$ cat config.mk
export PLATFORM = sky130hd
export DESIGN_NAME = song_block_fetcher_flat
export DESIGN_NICKNAME = d
export VERILOG_FILES = /design/src/rtl/song_block_fetcher_if.sv /design/src/rtl/song_block_fetcher.sv /design/src/flat_wrapper.sv
export SDC_FILE = /design/constraint.sdc
export NUM_CORES = 1
export LEC_CHECK = 0
export ABC_AREA = 1
export CORE_UTILIZATION = 46
export DETAILED_ROUTE_END_ITERATION = 10
export PLACE_DENSITY = 0.86
export SETUP_SLACK_MARGIN = 0.4
export SYNTH_ARGS = -nofsm -noshare
export SYNTH_HDL_FRONTEND = slang
export SYNTH_SLANG_ARGS = --single-unit
$ cat constraint.sdc
create_clock -name clk -period 1.8 [get_ports clk]
set_input_delay 0.27 -clock clk [delete_from_list [all_inputs] [get_ports clk]]
set_output_delay 0.27 -clock clk [all_outputs]
set_load 0.05 [all_outputs]
$ cat src/rtl/song_block_fetcher_if.sv
// rtl/song_block_fetcher_if.sv - request, table, note memory and window bus of song_block_fetcher
interface song_block_fetcher_if #(
    parameter int NOTE_W = 16,
    parameter int LANES  = 4,
    parameter int IDX_W  = 9,
    parameter int SONG_W = 2,
    parameter int ADDR_W = 12,
    parameter int SIZE_W = 3
);
    logic                      req;
    logic [IDX_W-1:0]          block_idx_in;
    logic [SONG_W-1:0]         song_sel;
    logic                      busy;
    logic                      tbl_rd_en;
    logic [SONG_W+IDX_W-1:0]   tbl_addr;
    logic [ADDR_W+SIZE_W-1:0]  tbl_data;
    logic                      note_rd_en;
    logic [ADDR_W-1:0]         note_addr;
    logic [NOTE_W-1:0]         note_data;
    logic                      out_valid;
    logic                      out_ready;
    logic [LANES*NOTE_W-1:0]   notes;
    logic [SIZE_W-1:0]         block_size;
    logic [SIZE_W-1:0]         prev_block_size;
    logic                      size_err;

    modport slave (
        input  req, block_idx_in, song_sel, tbl_data, note_data, out_ready,
        output busy, tbl_rd_en, tbl_addr, note_rd_en, note_addr,
               out_valid, notes, block_size, prev_block_size, size_err
    );

    modport master (
        output req, block_idx_in, song_sel, tbl_data, note_data, out_ready,
        input  busy, tbl_rd_en, tbl_addr, note_rd_en, note_addr,
               out_valid, notes, block_size, prev_block_size, size_err
    );
endinterface

$ cat src/rtl/song_block_fetcher.sv
// rtl/song_block_fetcher.sv - reads a block descriptor, fetches up to LANES notes, presents a padded window
module song_block_fetcher #(
    parameter int                NOTE_W     = 16,
    parameter int                LANES      = 4,
    parameter int                IDX_W      = 9,
    parameter int                SONG_W     = 2,
    parameter int                ADDR_W     = 12,
    parameter int                SIZE_W     = 3,
    parameter logic [NOTE_W-1:0] BLANK_NOTE = '0
) (
    input logic                 clk,
    input logic                 rst,
    song_block_fetcher_if.slave bus
);
    typedef enum logic [2:0] {S_IDLE, S_TBL, S_TWAIT, S_NOTE, S_DRAIN, S_OUT} state_t;

    state_t              state_q, state_d;
    logic [IDX_W-1:0]    idx_q;
    logic [SONG_W-1:0]   song_q;
    logic [ADDR_W-1:0]   start_q;
    logic [SIZE_W-1:0]   n_q;
    logic [SIZE_W-1:0]   prev_q;
    logic [SIZE_W-1:0]   cnt_q;
    logic [SIZE_W-1:0]   rd_lane_q;
    logic                rd_pend_q;
    logic                err_q;
    logic [NOTE_W-1:0]   lanes_q [LANES];

    logic [ADDR_W-1:0]       tbl_start;
    logic [SIZE_W-1:0]       tbl_size;
    logic [SIZE_W-1:0]       tbl_n;
    logic                    tbl_err;
    logic                    tbl_issue;
    logic                    note_issue;
    logic                    handshake;
    logic [LANES*NOTE_W-1:0] notes_w;

    assign {tbl_start, tbl_size} = bus.tbl_data;
    assign tbl_err = int'(tbl_size) > LANES;
    assign tbl_n   = tbl_err ? SIZE_W'(LANES) : tbl_size;

    always_ff @(posedge clk or negedge rst) begin
        if (!rst) state_q <= S_IDLE;
        else      state_q <= state_d;
    end

    always_comb begin
        state_d    = state_q;
        tbl_issue  = 1'b0;
        note_issue = 1'b0;
        handshake  = 1'b0;
        case (state_q)
            S_IDLE:  if (bus.req) state_d = S_TBL;
            S_TBL: begin
                tbl_issue = 1'b1;
                state_d   = S_TWAIT;
            end
            S_TWAIT: state_d = (tbl_n == '0) ? S_OUT : S_NOTE;
            S_NOTE: begin
                note_issue = 1'b1;
                if (cnt_q == n_q - SIZE_W'(1)) state_d = S_DRAIN;
            end
            S_DRAIN: state_d = S_OUT;
            S_OUT: begin
                if (bus.out_ready) begin
                    handshake = 1'b1;
                    state_d   = S_IDLE;
                end
            end
            default: state_d = S_IDLE;
        endcase
    end

    // Read data returns one cycle after issue, so the lane to fill is carried in rd_lane_q.
    always_ff @(posedge clk or negedge rst) begin
        if (!rst) begin
            idx_q     <= '0;
            song_q    <= '0;
            start_q   <= '0;
            n_q       <= '0;
            prev_q    <= '0;
            cnt_q     <= '0;
            rd_lane_q <= '0;
            rd_pend_q <= 1'b0;
            err_q     <= 1'b0;
            for (int k = 0; k < LANES; k++) lanes_q[k] <= BLANK_NOTE;
        end else begin
            rd_pend_q <= note_issue;
            rd_lane_q <= cnt_q;
            if (state_q == S_IDLE && bus.req) begin
                idx_q  <= bus.block_idx_in;
                song_q <= bus.song_sel;
            end
            if (state_q == S_TWAIT) begin
                start_q <= tbl_start;
                n_q     <= tbl_n;
                err_q   <= tbl_err;
                cnt_q   <= '0;
                for (int k = 0; k < LANES; k++) lanes_q[k] <= BLANK_NOTE;
            end
            if (note_issue) cnt_q <= cnt_q + SIZE_W'(1);
            if (rd_pend_q) begin
                for (int k = 0; k < LANES; k++)
                    if (rd_lane_q == SIZE_W'(k)) lanes_q[k] <= bus.note_data;
            end
            if (handshake) prev_q <= n_q;
        end
    end

    always_comb begin
        notes_w = '0;
        for (int k = 0; k < LANES; k++) notes_w[k*NOTE_W +: NOTE_W] = lanes_q[k];
    end

    assign bus.busy            = (state_q != S_IDLE);
    assign bus.tbl_rd_en       = tbl_issue;
    assign bus.tbl_addr        = {song_q, idx_q};
    assign bus.note_rd_en      = note_issue;
    assign bus.note_addr       = start_q + ADDR_W'(cnt_q);
    assign bus.out_valid       = (state_q == S_OUT);
    assign bus.notes           = notes_w;
    assign bus.block_size      = n_q;
    assign bus.prev_block_size = prev_q;
    assign bus.size_err        = err_q;
endmodule

$ cat src/flat_wrapper.sv
// flat-port wrapper written by rule: the top's interface ports become plain ports
module song_block_fetcher_flat 
#(
    parameter int                NOTE_W     = 16,
    parameter int                LANES      = 4,
    parameter int                IDX_W      = 9,
    parameter int                SONG_W     = 2,
    parameter int                ADDR_W     = 12,
    parameter int                SIZE_W     = 3,
    parameter logic [NOTE_W-1:0] BLANK_NOTE = '0
)
  (clk, rst, bus_req, bus_block_idx_in, bus_song_sel, bus_tbl_data, bus_note_data, bus_out_ready, bus_busy, bus_tbl_rd_en, bus_tbl_addr, bus_note_rd_en, bus_note_addr, bus_out_valid, bus_notes, bus_block_size, bus_prev_block_size, bus_size_err);
  song_block_fetcher_if #(.NOTE_W(NOTE_W), .LANES(LANES), .IDX_W(IDX_W), .SONG_W(SONG_W), .ADDR_W(ADDR_W), .SIZE_W(SIZE_W)) bus_i ();
  input logic clk;
  input logic rst;
  input wire logic [$bits(bus_i.req)-1:0] bus_req;
  input wire logic [$bits(bus_i.block_idx_in)-1:0] bus_block_idx_in;
  input wire logic [$bits(bus_i.song_sel)-1:0] bus_song_sel;
  input wire logic [$bits(bus_i.tbl_data)-1:0] bus_tbl_data;
  input wire logic [$bits(bus_i.note_data)-1:0] bus_note_data;
  input wire logic [$bits(bus_i.out_ready)-1:0] bus_out_ready;
  output wire logic [$bits(bus_i.busy)-1:0] bus_busy;
  output wire logic [$bits(bus_i.tbl_rd_en)-1:0] bus_tbl_rd_en;
  output wire logic [$bits(bus_i.tbl_addr)-1:0] bus_tbl_addr;
  output wire logic [$bits(bus_i.note_rd_en)-1:0] bus_note_rd_en;
  output wire logic [$bits(bus_i.note_addr)-1:0] bus_note_addr;
  output wire logic [$bits(bus_i.out_valid)-1:0] bus_out_valid;
  output wire logic [$bits(bus_i.notes)-1:0] bus_notes;
  output wire logic [$bits(bus_i.block_size)-1:0] bus_block_size;
  output wire logic [$bits(bus_i.prev_block_size)-1:0] bus_prev_block_size;
  output wire logic [$bits(bus_i.size_err)-1:0] bus_size_err;
  assign bus_i.req = bus_req;
  assign bus_i.block_idx_in = bus_block_idx_in;
  assign bus_i.song_sel = bus_song_sel;
  assign bus_i.tbl_data = bus_tbl_data;
  assign bus_i.note_data = bus_note_data;
  assign bus_i.out_ready = bus_out_ready;
  assign bus_busy = bus_i.busy;
  assign bus_tbl_rd_en = bus_i.tbl_rd_en;
  assign bus_tbl_addr = bus_i.tbl_addr;
  assign bus_note_rd_en = bus_i.note_rd_en;
  assign bus_note_addr = bus_i.note_addr;
  assign bus_out_valid = bus_i.out_valid;
  assign bus_notes = bus_i.notes;
  assign bus_block_size = bus_i.block_size;
  assign bus_prev_block_size = bus_i.prev_block_size;
  assign bus_size_err = bus_i.size_err;
  song_block_fetcher #(.NOTE_W(NOTE_W), .LANES(LANES), .IDX_W(IDX_W), .SONG_W(SONG_W), .ADDR_W(ADDR_W), .SIZE_W(SIZE_W), .BLANK_NOTE(BLANK_NOTE)) u_core (.clk(clk), .rst(rst), .bus(bus_i));
endmodule
Yosys cells after proc, flatten, opt, wreduce, memory -nomap -nowiden
Cells that the tools add are included.
{"block": "op_classes", "n_reduce_logical": 7, "muxes": 18, "n_eq_ne": 12, "order_cmp": 1, "n_addsub": 3}
{"op": "two-way mux 64 bit", "n": 2}
{"op": "two-way mux 16 bit", "n": 4}
{"op": "two-way mux 3 bit", "n": 7}
{"op": "case mux 3 bit (6 select lines)", "n": 1}
{"op": "adder 12 x 3 -> 12 bit", "n": 1}
{"op": "== test 3 x 2 -> 1 bit (second input constant)", "n": 4}
{"op": "zero test 3 bit", "n": 3}
{"op": "== test 3 x 1 -> 1 bit (second input constant)", "n": 2}
{"op": "== test 3 bit (second input constant)", "n": 2}
{"op": "two-way mux 1 bit", "n": 4}
{"op": "!= test 2 bit (second input constant)", "n": 2}
{"op": "adder 3 x 1 -> 3 bit (second input constant)", "n": 1}
{"op": "== test 3 bit", "n": 1}
{"op": "> comparator 3 bit (second input constant)", "n": 1}
{"op": "AND reduction 3 bit", "n": 1}
{"op": "nonzero test 3 bit", "n": 1}
{"op": "subtractor 3 x 1 -> 3 bit (second input constant)", "n": 1}
{"op": "!= test 2 x 1 -> 1 bit (second input constant)", "n": 1}
{"op": "nonzero test 2 bit", "n": 1}
{"op": "logical AND 1 bit", "n": 1}
{"block": "word_totals", "in_bits": 46, "word_cells": 55, "regBits": 104}

Depth between registers and ports, before layout
Gate-level depths: netlist (run 1).
{"block": "depth", "word_depth": 5, "ltp_mapped": 11, "mapped_depth_nobuf": 11}

Worst setup path after synthesis (run 1)
Ideal clock, no wire load.
{"block": "synth_timing", "path_kind": "flip-flop to output port", "from": "register u_core.cnt_q[0]", "to": "output bus_note_addr[8]", "stages_incl_launch_ff": 7, "slack_ns": -0.542, "path_buffers": 0, "arrival_time_ns": 2.072, "cell_sequence": "dfrtp_1 > ha_1 > fa_1 > nand3_1 > a21boi_1 > nand3_1 > xor2_1"}
{"block": "synth_via", "elab_chain_cells": 1}
{"item": "from (decl)", "line_no": "song_block_fetcher.sv:23", "text": "logic [SIZE_W-1:0] cnt_q;"}
{"item": "from (signal assigned)", "line_no": "song_block_fetcher.sv:101", "text": "if (note_issue) cnt_q <= cnt_q + SIZE_W'(1);"}
{"item": "adder 12 x 3 -> 12 bit", "line_no": "song_block_fetcher.sv:119", "text": "assign bus.note_addr = start_q + ADDR_W'(cnt_q);"}
{"item": "to (decl)", "line_no": "flat_wrapper.sv:26", "text": "output wire logic [$bits(bus_i.note_addr)-1:0] bus_note_addr;"}
No other way between the ends.

Worst setup path after layout (run 1)
{"block": "layout_timing", "from": "register u_core.cnt_q[1]", "to": "output bus_note_addr[4]"}
Same word-level chain as after synthesis.

==> qor.txt, run 1 <==
IO Pins = 144
mean routed wirelength per cell = 20.78 um
die area = 9931 um^2
CTS tree = yes
Hold Vio Cnt, Final = 0
Layout Skew = 0.01863 ns
die width = 99.66 um
Seq. cell area = 2609 um^2
initial core utilization = 47.47%
Via density = 5.503
setup ws final = -0.5018 ns
Cell Count, Final, Fillers Out = 764
Post-DRT Antenna Nets = 0
power density cells = 2048 nW/um^2
DRT iter0 DRCs = 208
Seq/Total Area, Yosys = 59.33%
Sw Pwr = 0.007874 W
layout cells sized above 1 = 53.86%
TritonCTS buffer count = 9
# rows = 35
Ys Warns = 0
pins over their slew limit = 0
failing checks = negative setup slack
Pint = 0.007736 W
Tot GR Track Use = 25.96%
Max-Cap Viols = 0
sequential share of power = 25.5%
core area = 9240 um^2
area occupied by multi-input gates = 2509 um^2
Comb pwr share = 64.4%
final worst path period share = 127.9%
dpl cells = 712
Pleak = 3.610 nW
pre-CTS setup slack = -0.1287 ns
vias in the first global route = 3944
drt pass-1 iters = 5
ant diodes = 0
Switching Share = 50.44%
syn_area_per_cell = 9.902 um^2
min-delay worst type = input port to register
post-synthesis instance area = 4387 um^2
# DRC = 0
Mapped Cells = 443
nets@finish = 682
setup TNS = -4.411 ns
clk sinks = 104
Worst setup SP type = register
first-pass GRT wire length = 19820 um
worst-path fanout max = 2
Clock Latency Late Sink = 0.37 ns
total gr overflow = 0
initial antenna violation count = 0
fill cell count = 498
H-tree levels = 3
port bufs = 143
unrepaired setup endpoints after global routing = true
largest net degree at the start of global routing = 105
Peak VDD IR = 1.380 mV
Synth cell types = 28
Mapped Nets = 495
FF+latch count, synth = 104
Reg clk slew, reported paths = 0.10 ns
Fmax achieved = 0.4345 GHz
Tightest Pin Transition = 0.5790 ns
CP endpoint kind = output pin
Vias = 4204
Worst Path Arrival = 2.03 ns
HPWL Detailed = 8191 um
DRT Wirelength = 15880 um
Final GP Congestion = 0.7978
clk buf depth = 2
Critical Path RT = 1.53 ns
minimum clock period = 2.302 ns
worst rel slew slack = 61.40%
Clk pwr share = 10.1%
WS Path Type = register to output pin
Clock Tree Root = clkbuf_8
share of the core filled with cells = 82.48%
Die Ht = 99.66 um
area grow syn2layout = 73.73%
final setup fails = 11
run status = finished with violations
[power by group through the flow]
stage	clock (W)	combinational, W	sequential, W
after floorplan	0	0.00295	0.00600
after global placement	0	0.00797	0.00380
after detailed placement	0	0.00816	0.00386
after CTS	0.00156	0.00849	0.00381
after global routing	0.00169	0.0105	0.00405
final	0.00157	0.0101	0.00398
[routing by layer]
layer  up-vias  share of wire, %  track usage (%)
met5         -                 0                0
met4         0               3.2            9.050
met3        51               6.3            5.271
met2       195                55            45.67
met1      2095                36            31.85
li1       1863                 -                -
[through the flow]
stage          hold WS [ns]  area, um^2  total power (W)
2_1_floorplan      -0.02559        4634         0.008950
3_3_place_gp         0.3678        6421          0.01178
3_5_place_dp         0.3784        6421          0.01202
4_1_cts              0.4292        6933          0.01386
5_1_grt              0.4354        7621          0.01620
6_report             0.4407        7621          0.01561
[placed cells by master, fill, tap and decap left out, types with 11 or more instances in the layout]
cell type         n
mux2_4           11
buf_12           26
nand2_2          13
inv_1            30
o21ai_1          43
buf_2            67
buf_4            31
nand3_2          56
nand2_1          53
buf_6            12
clkdlybuf4s50_1  44
dfrtp_1          99
nand3_4          18
o21ai_2          27
[cell families (layout without fill, tap and decap cells)]
group | after synthesis | after routing | synth area share, %
and+or+nand+nor | 169 | 170 | 17.28
xor gates and xnor gates | 10 | 10 | 1.996
muxes | 11 | 11 | 3.679
adders and majority gates | 6 | 6 | 1.883
buffers and inverters | 61 | 252 | 6.303
AOI/OAI and AO/OA | 82 | 82 | 9.527
DFF | 104 | 104 | 59.33
[synth_stat cells, drive strengths merged]
cell type / number / share of area [%]
dfrtp: 104 / 59
nand3: 76 / 8.9
o21ai: 75 / 8.6
nand2: 73 / 6.2
inv: 38 / 3.3
nor2: 17 / 1.5
buf: 15 / 2.4
mux2: 11 / 3.7
clkbuf: 8 / 0.68
xor2: 6 / 1.2
ha: 5 / 1.4
a21oi: 4 / 0.46
xnor2: 4 / 0.80
nor3: 2 / 0.48
a21boi: 1 / 0.17
fa: 1 / 0.46
nand4: 1 / 0.14
o22ai: 1 / 0.14
o2bb2ai: 1 / 0.20
[state kept, by name, indices dropped and copies added, names as in the netlist, 3 cells and up]
signal	flops
u_core.bus.notes	64
u_core.start_q	12
u_core.idx_q	9
u_core.bus.block_size	3
u_core.bus.prev_block_size	3
u_core.cnt_q	3
u_core.rd_lane_q	3
u_core.state_q	3
[layout make-up]
class | count | area share [%]
Sequential cell | 104 | 34.23
Timing Repair inverter | 1 | 0.1478
Clock buffer | 10 | 1.806
Inverter | 38 | 2.298
Multi-Input combinational cell | 279 | 32.92
Clock inverter | 6 | 0.9851
Tap cell | 129 | 2.118
Timing Repair Buffer | 197 | 25.50
[final timing paths]
kind,startpoint,end,slack (ns),cells past startpoint
worst max register to register,u_core.state_q[1],u_core.bus.notes[37],0.23,7
worst min-delay path,bus_tbl_data[3],u_core.start_q[0],0.44,3
min in group asynchronous,rst,u_core.bus.size_err,0.45,3
worst min register to register,u_core.idx_q[7],u_core.idx_q[7],0.52,1
max in group asynchronous,rst,u_core.start_q[3],0.83,3
worst max-delay path,u_core.cnt_q[1],bus_note_addr[4],-0.50,9
[critical path, cell delays in order (launching register included)]
cell,delay [ns]
dfrtp_1,0.41
buf_4,0.15
fa_2,0.42
nand3_4,0.09
buf_4,0.12
buf_6,0.08
nand2_2,0.05
nor2_2,0.11
nor2_2,0.07
buf_12,0.15
[what timing repair did]
action                     4_1_cts  5_1_grt
pin swaps                       17       25
gates cloned                     0       12
setup endpoints to repair      149      155
resized for setup              275      315
hold endpoints to repair        65        0
setup buffers                   14        9
hold buffers                     1        0
Power figures use the tool's default switching activity.
==> run 2, diff against run 1 <==
--- a/config.mk
+++ b/config.mk
@@ -6,9 +6,9 @@
 export NUM_CORES = 1
 export LEC_CHECK = 0
 export ABC_AREA = 1
-export CORE_UTILIZATION = 46
+export CORE_UTILIZATION = 30
 export DETAILED_ROUTE_END_ITERATION = 10
-export PLACE_DENSITY = 0.86
+export PLACE_DENSITY = 0.62
 export SETUP_SLACK_MARGIN = 0.4
 export SYNTH_ARGS = -nofsm -noshare
 export SYNTH_HDL_FRONTEND = slang
==> run 2 against run 1 <==
Effect of this change: the flow still finishes with violations (negative setup slack); first-iteration DRC count is 15% lower; maximum frequency is 2.6% higher; setup slack better by 0.058 ns; non-clock buffer count is 2 higher; worst hold slack worse by 0.12 ns; global-route usage is 9.0 points lower; largest power group unchanged.
==> qor.txt, run 2 (synthesis results as in run 1) <==
run status = finished with violations
failing checks = negative setup slack
Worst Setup SP = u_core.cnt_q[0]
clk buf depth = 2 (unchanged)
final setup fails = 11 (unchanged)
Layout Skew = 0.006201 ns (-0.01243 ns)
share of the core filled with cells = 52.78% (-30 points)
CTS tree = yes
pre-CTS setup slack = -0.1475 ns (-0.01880 ns)
Clock Tree Root = clkbuf_16
nets@finish = 683 (+0.15%)
number of flip-flops in the largest register = 64 (unchanged)
Clock Latency Late Sink = 0.35 ns (-0.02 ns)
Critical Path RT = 1.53 ns (about the same)
reg-to-reg endpoint = u_core.state_q[0]
DRT iter0 DRCs = 176 (-15%)
worst rel slew slack = 72.64% (+11 points)
min-delay worst type = input port to asynchronous set/reset pin
# rows = 43 (+23%)
Worst setup SP type = register
worst-path fanout max = 4 (+2)
Via density = 4.719 (-14%)
initial core utilization = 31.12% (-16 points)
placed cell areas = 6485 um^2 (+0.99%)
minimum clock period = 2.243 ns (-0.05837 ns)
largest net degree at the start of global routing = 54 (-49%)
setup ws final = -0.4434 ns (+0.05837 ns)
Peak VDD IR = 1.100 mV (-20%)
final worst path period share = 124.6% (-3.2 points)
mean routed wirelength per cell = 16.41 um (-21%)
setup TNS = -3.694 ns (+0.7167 ns)
total gr overflow = 0 (unchanged)
Tot GR Track Use = 16.96% (-9.0 points)
# DRC = 0 (unchanged)
TritonCTS buffer count = 9 (unchanged)
Post-DRT Antenna Nets = 0 (unchanged)
Pleak = 3.502 nW (-3.0%)
HPWL Detailed = 8521 um (+4.0%)
dpl cells = 766 (+7.6%)
Hold Vio Cnt, Final = 0 (unchanged)
area grow syn2layout = 69.60%
clk sinks = 104 (unchanged)
core area = 14100 um^2 (+53%)
r2r startpoint = u_core.bus.block_size[0]
Vias = 3851 (-8.4%)
IO Pins = 144 (unchanged)
ant diodes = 0 (unchanged)
layout cells sized above 1 = 40.72% (-13 points)
unrepaired setup endpoints after global routing = true
commonest non-fill, non-tap cell in the layout = dfrtp_1
initial antenna violation count = 0 (unchanged)
fill cell count = 1230 (+150%)
Fmax achieved = 0.4458 GHz (+2.6%)
Die Ht = 122.9 um (+23%)
port bufs = 143 (unchanged)
CP endpoint kind = output pin
Reg clk slew, reported paths = 0.07 ns (-0.03 ns)
cell area after layout = 7440 um^2 (-2.4%)
R2R depth = 11 (+4)
Final GP Congestion = 0.8197 (+2.7%)
Tightest Pin Transition = 0.4104 ns (-0.1686 ns)
power density cells = 2061 nW/um^2 (+0.64%)
Critical Path Sink = bus_note_addr[6]
WS Path Type = register to output pin
Cell Count, Final, Fillers Out = 816 (+6.8%)
H-tree levels = 3 (unchanged)
first-pass GRT wire length = 19220 um (-3.0%)
Max-Cap Viols = 0 (unchanged)
pins over their slew limit = 0 (unchanged)
die width = 122.9 um (+23%)
R2R setup slack = 0.40 ns (+0.17 ns)
Worst Path Arrival = 1.97 ns (-0.06 ns)
leading cell types in the layout, fill and taps excluded = dfrtp_1 (100), nand2_1 (63), o21ai_1 (60)
DRT Wirelength = 13390 um (-16%)
drt pass-1 iters = 4 (-1)
die area = 15110 um^2 (+52%)
vias in the first global route = 3789 (-3.9%)
run 2: report_power, final:
| part | total, W | switching [W] | leakage [nW] | internal (W) |
|---|---|---|---|---|
| sequential | 0.00385 | 0.000656 | 1.37 | 0.00319 |
| clock | 0.00220 | 0.000924 | 0.162 | 0.00128 |
| combinational | 0.00929 | 0.00560 | 1.97 | 0.00369 |
run 2: what timing repair did:
item                                    in CTS  in global routing
gates cloned                                 0                 10
setup buffers                               12                 11
endpoints found under the hold margin       14                  0
pin swaps                                   19                 10
hold buffers                                 1                  0
resized for setup                          205                154
endpoints found under the setup margin      93                122
run 2: per-stage QoR:
step                      power [W]  hold slack (ns)
after floorplan            0.008950         -0.02559
after global placement      0.01191           0.1517
after detailed placement    0.01203           0.1549
after CTS                   0.01456           0.3092
after global routing        0.01611           0.3142
final                       0.01534           0.3198
run 2: area by class of cell:
class	instances	area [um^2]	area share [%]
multi-input combinational	279	2031	27.30
clock inverter	6	96.34	1.295
clock buffer	10	239.0	3.212
sequential	104	2608	35.05
tap	180	225.2	3.027
inverter	38	163.9	2.203
timing repair buffer	199	2077	27.92
run 2: how the worst min path moves through the flow:
stage	startpoint	end	slack, ns
floorplan	rst	u_core.bus.block_size[0]	-0.03
global placement	rst	u_core.bus.prev_block_size[2]	0.15
detailed placement	rst	u_core.bus.prev_block_size[2]	0.15
CTS	rst	u_core.bus.prev_block_size[2]	0.31
global route	rst	u_core.bus.prev_block_size[2]	0.31
finish	rst	u_core.bus.prev_block_size[2]	0.32
run 2: worst max-delay path, cell delays in order, from the launching register on:
cell and delay [ns]:
dfrtp_1 0.39, ha_4 0.16, fa_2 0.23, nand3_4 0.09, a21boi_4 0.27, nand2_2 0.13
xnor2_4 0.19, buf_12 0.15
run 2: layer usage:
layer | up-vias | wire (um) | global-route usage, %
li1 | 1851 | - | -
met1 | 1863 | 5442 | 20.46
met2 | 124 | 6732 | 28.30
met3 | 13 | 1061 | 6.642
met4 | 0 | 153 | 4.116
met5 | - | 0 | 0
==> run 3, diff against run 2 <==
--- a/config.mk
+++ b/config.mk
@@ -9,7 +9,7 @@
 export CORE_UTILIZATION = 30
 export DETAILED_ROUTE_END_ITERATION = 10
 export PLACE_DENSITY = 0.62
-export SETUP_SLACK_MARGIN = 0.4
+export SETUP_SLACK_MARGIN = 0.15
 export SYNTH_ARGS = -nofsm -noshare
 export SYNTH_HDL_FRONTEND = slang
 export SYNTH_SLANG_ARGS = --single-unit
==> run 3 against run 2 <==
Effect of this change: the run still ends with negative setup slack left; non-clock buffer count shrank 24; critical endpoint is now bus_note_addr[10]; maximum frequency grew 0.52%; sequential share of layout area grew 2.9 points; largest cell class unchanged; sequential power is essentially flat; global-route usage shrank 0.21 points; clock-buffer cell count grew 4.
==> qor.txt, run 3 (synthesis results as in run 1) <==
power density cells = 2003 nW/um^2 (-2.8%)
critical path's slowest cell = dfrtp_1
IO Pins = 144 (unchanged)
min-delay worst type = input port to asynchronous set/reset pin
Cell Count, Final, Fillers Out = 791 (-3.1%)
nets@finish = 658 (-3.7%)
clk sinks = 104 (unchanged)
worst rel slew slack = 65.69% (-6.9 points)
hold_ws = 0.3880 ns (+0.06825 ns)
largest net degree at the start of global routing = 57 (+5.6%)
area grow syn2layout = 56.76%
Crit path max-delay family = flip-flops
Final GP Congestion = 0.7654 (-6.6%)
crit path cell chain = ha_4 > fa_2 > nand3_4 > a21boi_4 > nand3_4 > xnor2_4 > buf_12
Tot GR Track Use = 16.75% (-0.21 points)
Die Ht = 122.9 um (unchanged)
run status = finished with violations
cell area after layout = 6877 um^2 (-7.6%)
failing checks = negative setup slack
minimum clock period = 2.232 ns (-0.01157 ns)
port bufs = 143 (unchanged)
Pleak = 3.439 nW (-1.8%)
unrepaired setup endpoints after global routing = true
setup ws final = -0.4318 ns (+0.01157 ns)
placed cell areas = 6437 um^2 (-0.73%)
Buf+Inv Stages, Crit Path = 1 (unchanged)
ant diodes = 0 (unchanged)
layout cells sized above 1 = 22.09% (-19 points)
drt pass-1 iters = 4 (unchanged)
final worst path period share = 124.0% (-0.64 points)
Max-Cap Viols = 0 (unchanged)
die width = 122.9 um (unchanged)
worst-path fanout max = 4 (unchanged)
core area = 14100 um^2 (unchanged)
Worst Path Arrival = 1.96 ns (about the same)
clk buf depth = 2 (unchanged)
Clock Tree Root = clkbuf_16
Worst setup SP type = register
WS Path Type = register to output pin
Via density = 4.674 (-0.96%)
Max stage delay on crit path = 0.39 ns (about the same)
dpl cells = 765 (-0.13%)
mean routed wirelength per cell = 15.14 um (-7.7%)
initial antenna violation count = 0 (unchanged)
Reg clk slew, reported paths = 0.07 ns (about the same)
H-tree levels = 3 (unchanged)
number of flip-flops in the largest register = 64 (unchanged)
pins over their slew limit = 0 (unchanged)
Critical Path RT = 1.53 ns (about the same)
Layout Skew = 0.005391 ns (-0.0008108 ns)
initial core utilization = 31.12% (unchanged)
# DRC = 0 (unchanged)
Post-DRT Antenna Nets = 0 (unchanged)
Fmax achieved = 0.4481 GHz (+0.52%)
pre-CTS setup slack = -0.1437 ns (+0.003820 ns)
leading cell types in the layout, fill and taps excluded = dfrtp_1 (99), nand2_1 (70), nand3_1 (70)
Clock Latency Late Sink = 0.34 ns (about the same)
Tightest Pin Transition = 0.5167 ns (+0.1062 ns)
DRT iter0 DRCs = 183 (+4.0%)
Hold Vio Cnt, Final = 0 (unchanged)
HPWL Detailed = 8531 um (+0.11%)
commonest non-fill, non-tap cell in the layout = dfrtp_1
vias in the first global route = 3751 (-1.0%)
DRT Wirelength = 11980 um (-11%)
total gr overflow = 0 (unchanged)
Vias = 3697 (-4.0%)
# rows = 43 (unchanged)
CTS tree = yes
CP endpoint kind = output pin
Peak VDD IR = 0.9991 mV (-9.2%)
die area = 15110 um^2 (unchanged)
TritonCTS buffer count = 9 (unchanged)
final setup fails = 11 (unchanged)
most used cell along the critical path = nand3_4
share of the core filled with cells = 48.78% (-4.0 points)
first-pass GRT wire length = 19350 um (+0.65%)
[run 3: changes by cell type in the layout (fill, tap and decap cells not counted), moves of 7 or more]
cell	before	now
clkdlybuf4s18_2	11	0
clkdlybuf4s15_2	21	0
o21ai_1	60	30
nand3_1	47	70
nand2_2	8	1
dlygate4sd2_1	0	61
buf_2	29	0
nand2_1	63	70
o21ai_0	12	45
nand3_2	23	2
buf_4	54	44
[run 3: stage by stage]
stage	setup TNS [ns]	total power [W]
4_1_cts	-3.726	0.01372
3_5_place_dp	-0.4348	0.01193
6_report	-3.416	0.01378
3_3_place_gp	-0.3583	0.01180
2_1_floorplan	-0.5477	0.008899
5_1_grt	-4.165	0.01455
[run 3: final timing paths]
kind / from / to / slack, ns / cells past startpoint
worst max-delay path: u_core.start_q[0] / bus_note_addr[10] / -0.43 / 7
worst min-delay path: rst / u_core.bus.prev_block_size[2] / 0.39 / 2
worst max register to register: u_core.state_q[1] / u_core.idx_q[4] / 0.29 / 3
worst min register to register: u_core.bus.prev_block_size[0] / u_core.bus.prev_block_size[0] / 0.49 / 2
max in group asynchronous: rst / u_core.bus.notes[22] / 0.80 / 3
min in group clk: bus_tbl_data[14] / u_core.start_q[11] / 0.46 / 3
[run 3: final cells by class]
class                   count  area (um^2)
clock buffers              14        274.0
inverters                  38        142.6
fillers                  1318         7219
multi-input cells         278         1849
repair buffers            175         1763
clock inverters             2        13.76
flip-flops and latches    104         2609
well taps                 180        225.2
[run 3: layer usage]
layer	vias to the layer above	global-route usage [%]	routed length (um)
met5	-	0	0
met4	0	5.488	136
met3	9	4.566	835
met2	106	27.07	5763
met1	1783	21.68	5241
li1	1799	-	-
[run 3: power by group]
part / internal, W / total [W] / switching (W)
clock network: 0.00105 / 0.00187 / 0.000817
registers: 0.00319 / 0.00382 / 0.000624
logic: 0.00293 / 0.00809 / 0.00516
[run 3: repair_timing]
item                       CTS  global route
hold buffers                 1             0
hold endpoints to repair    25             0
pin swaps                   16            15
setup endpoints to repair   73            64
resized for setup           77            12
setup buffers                5             4
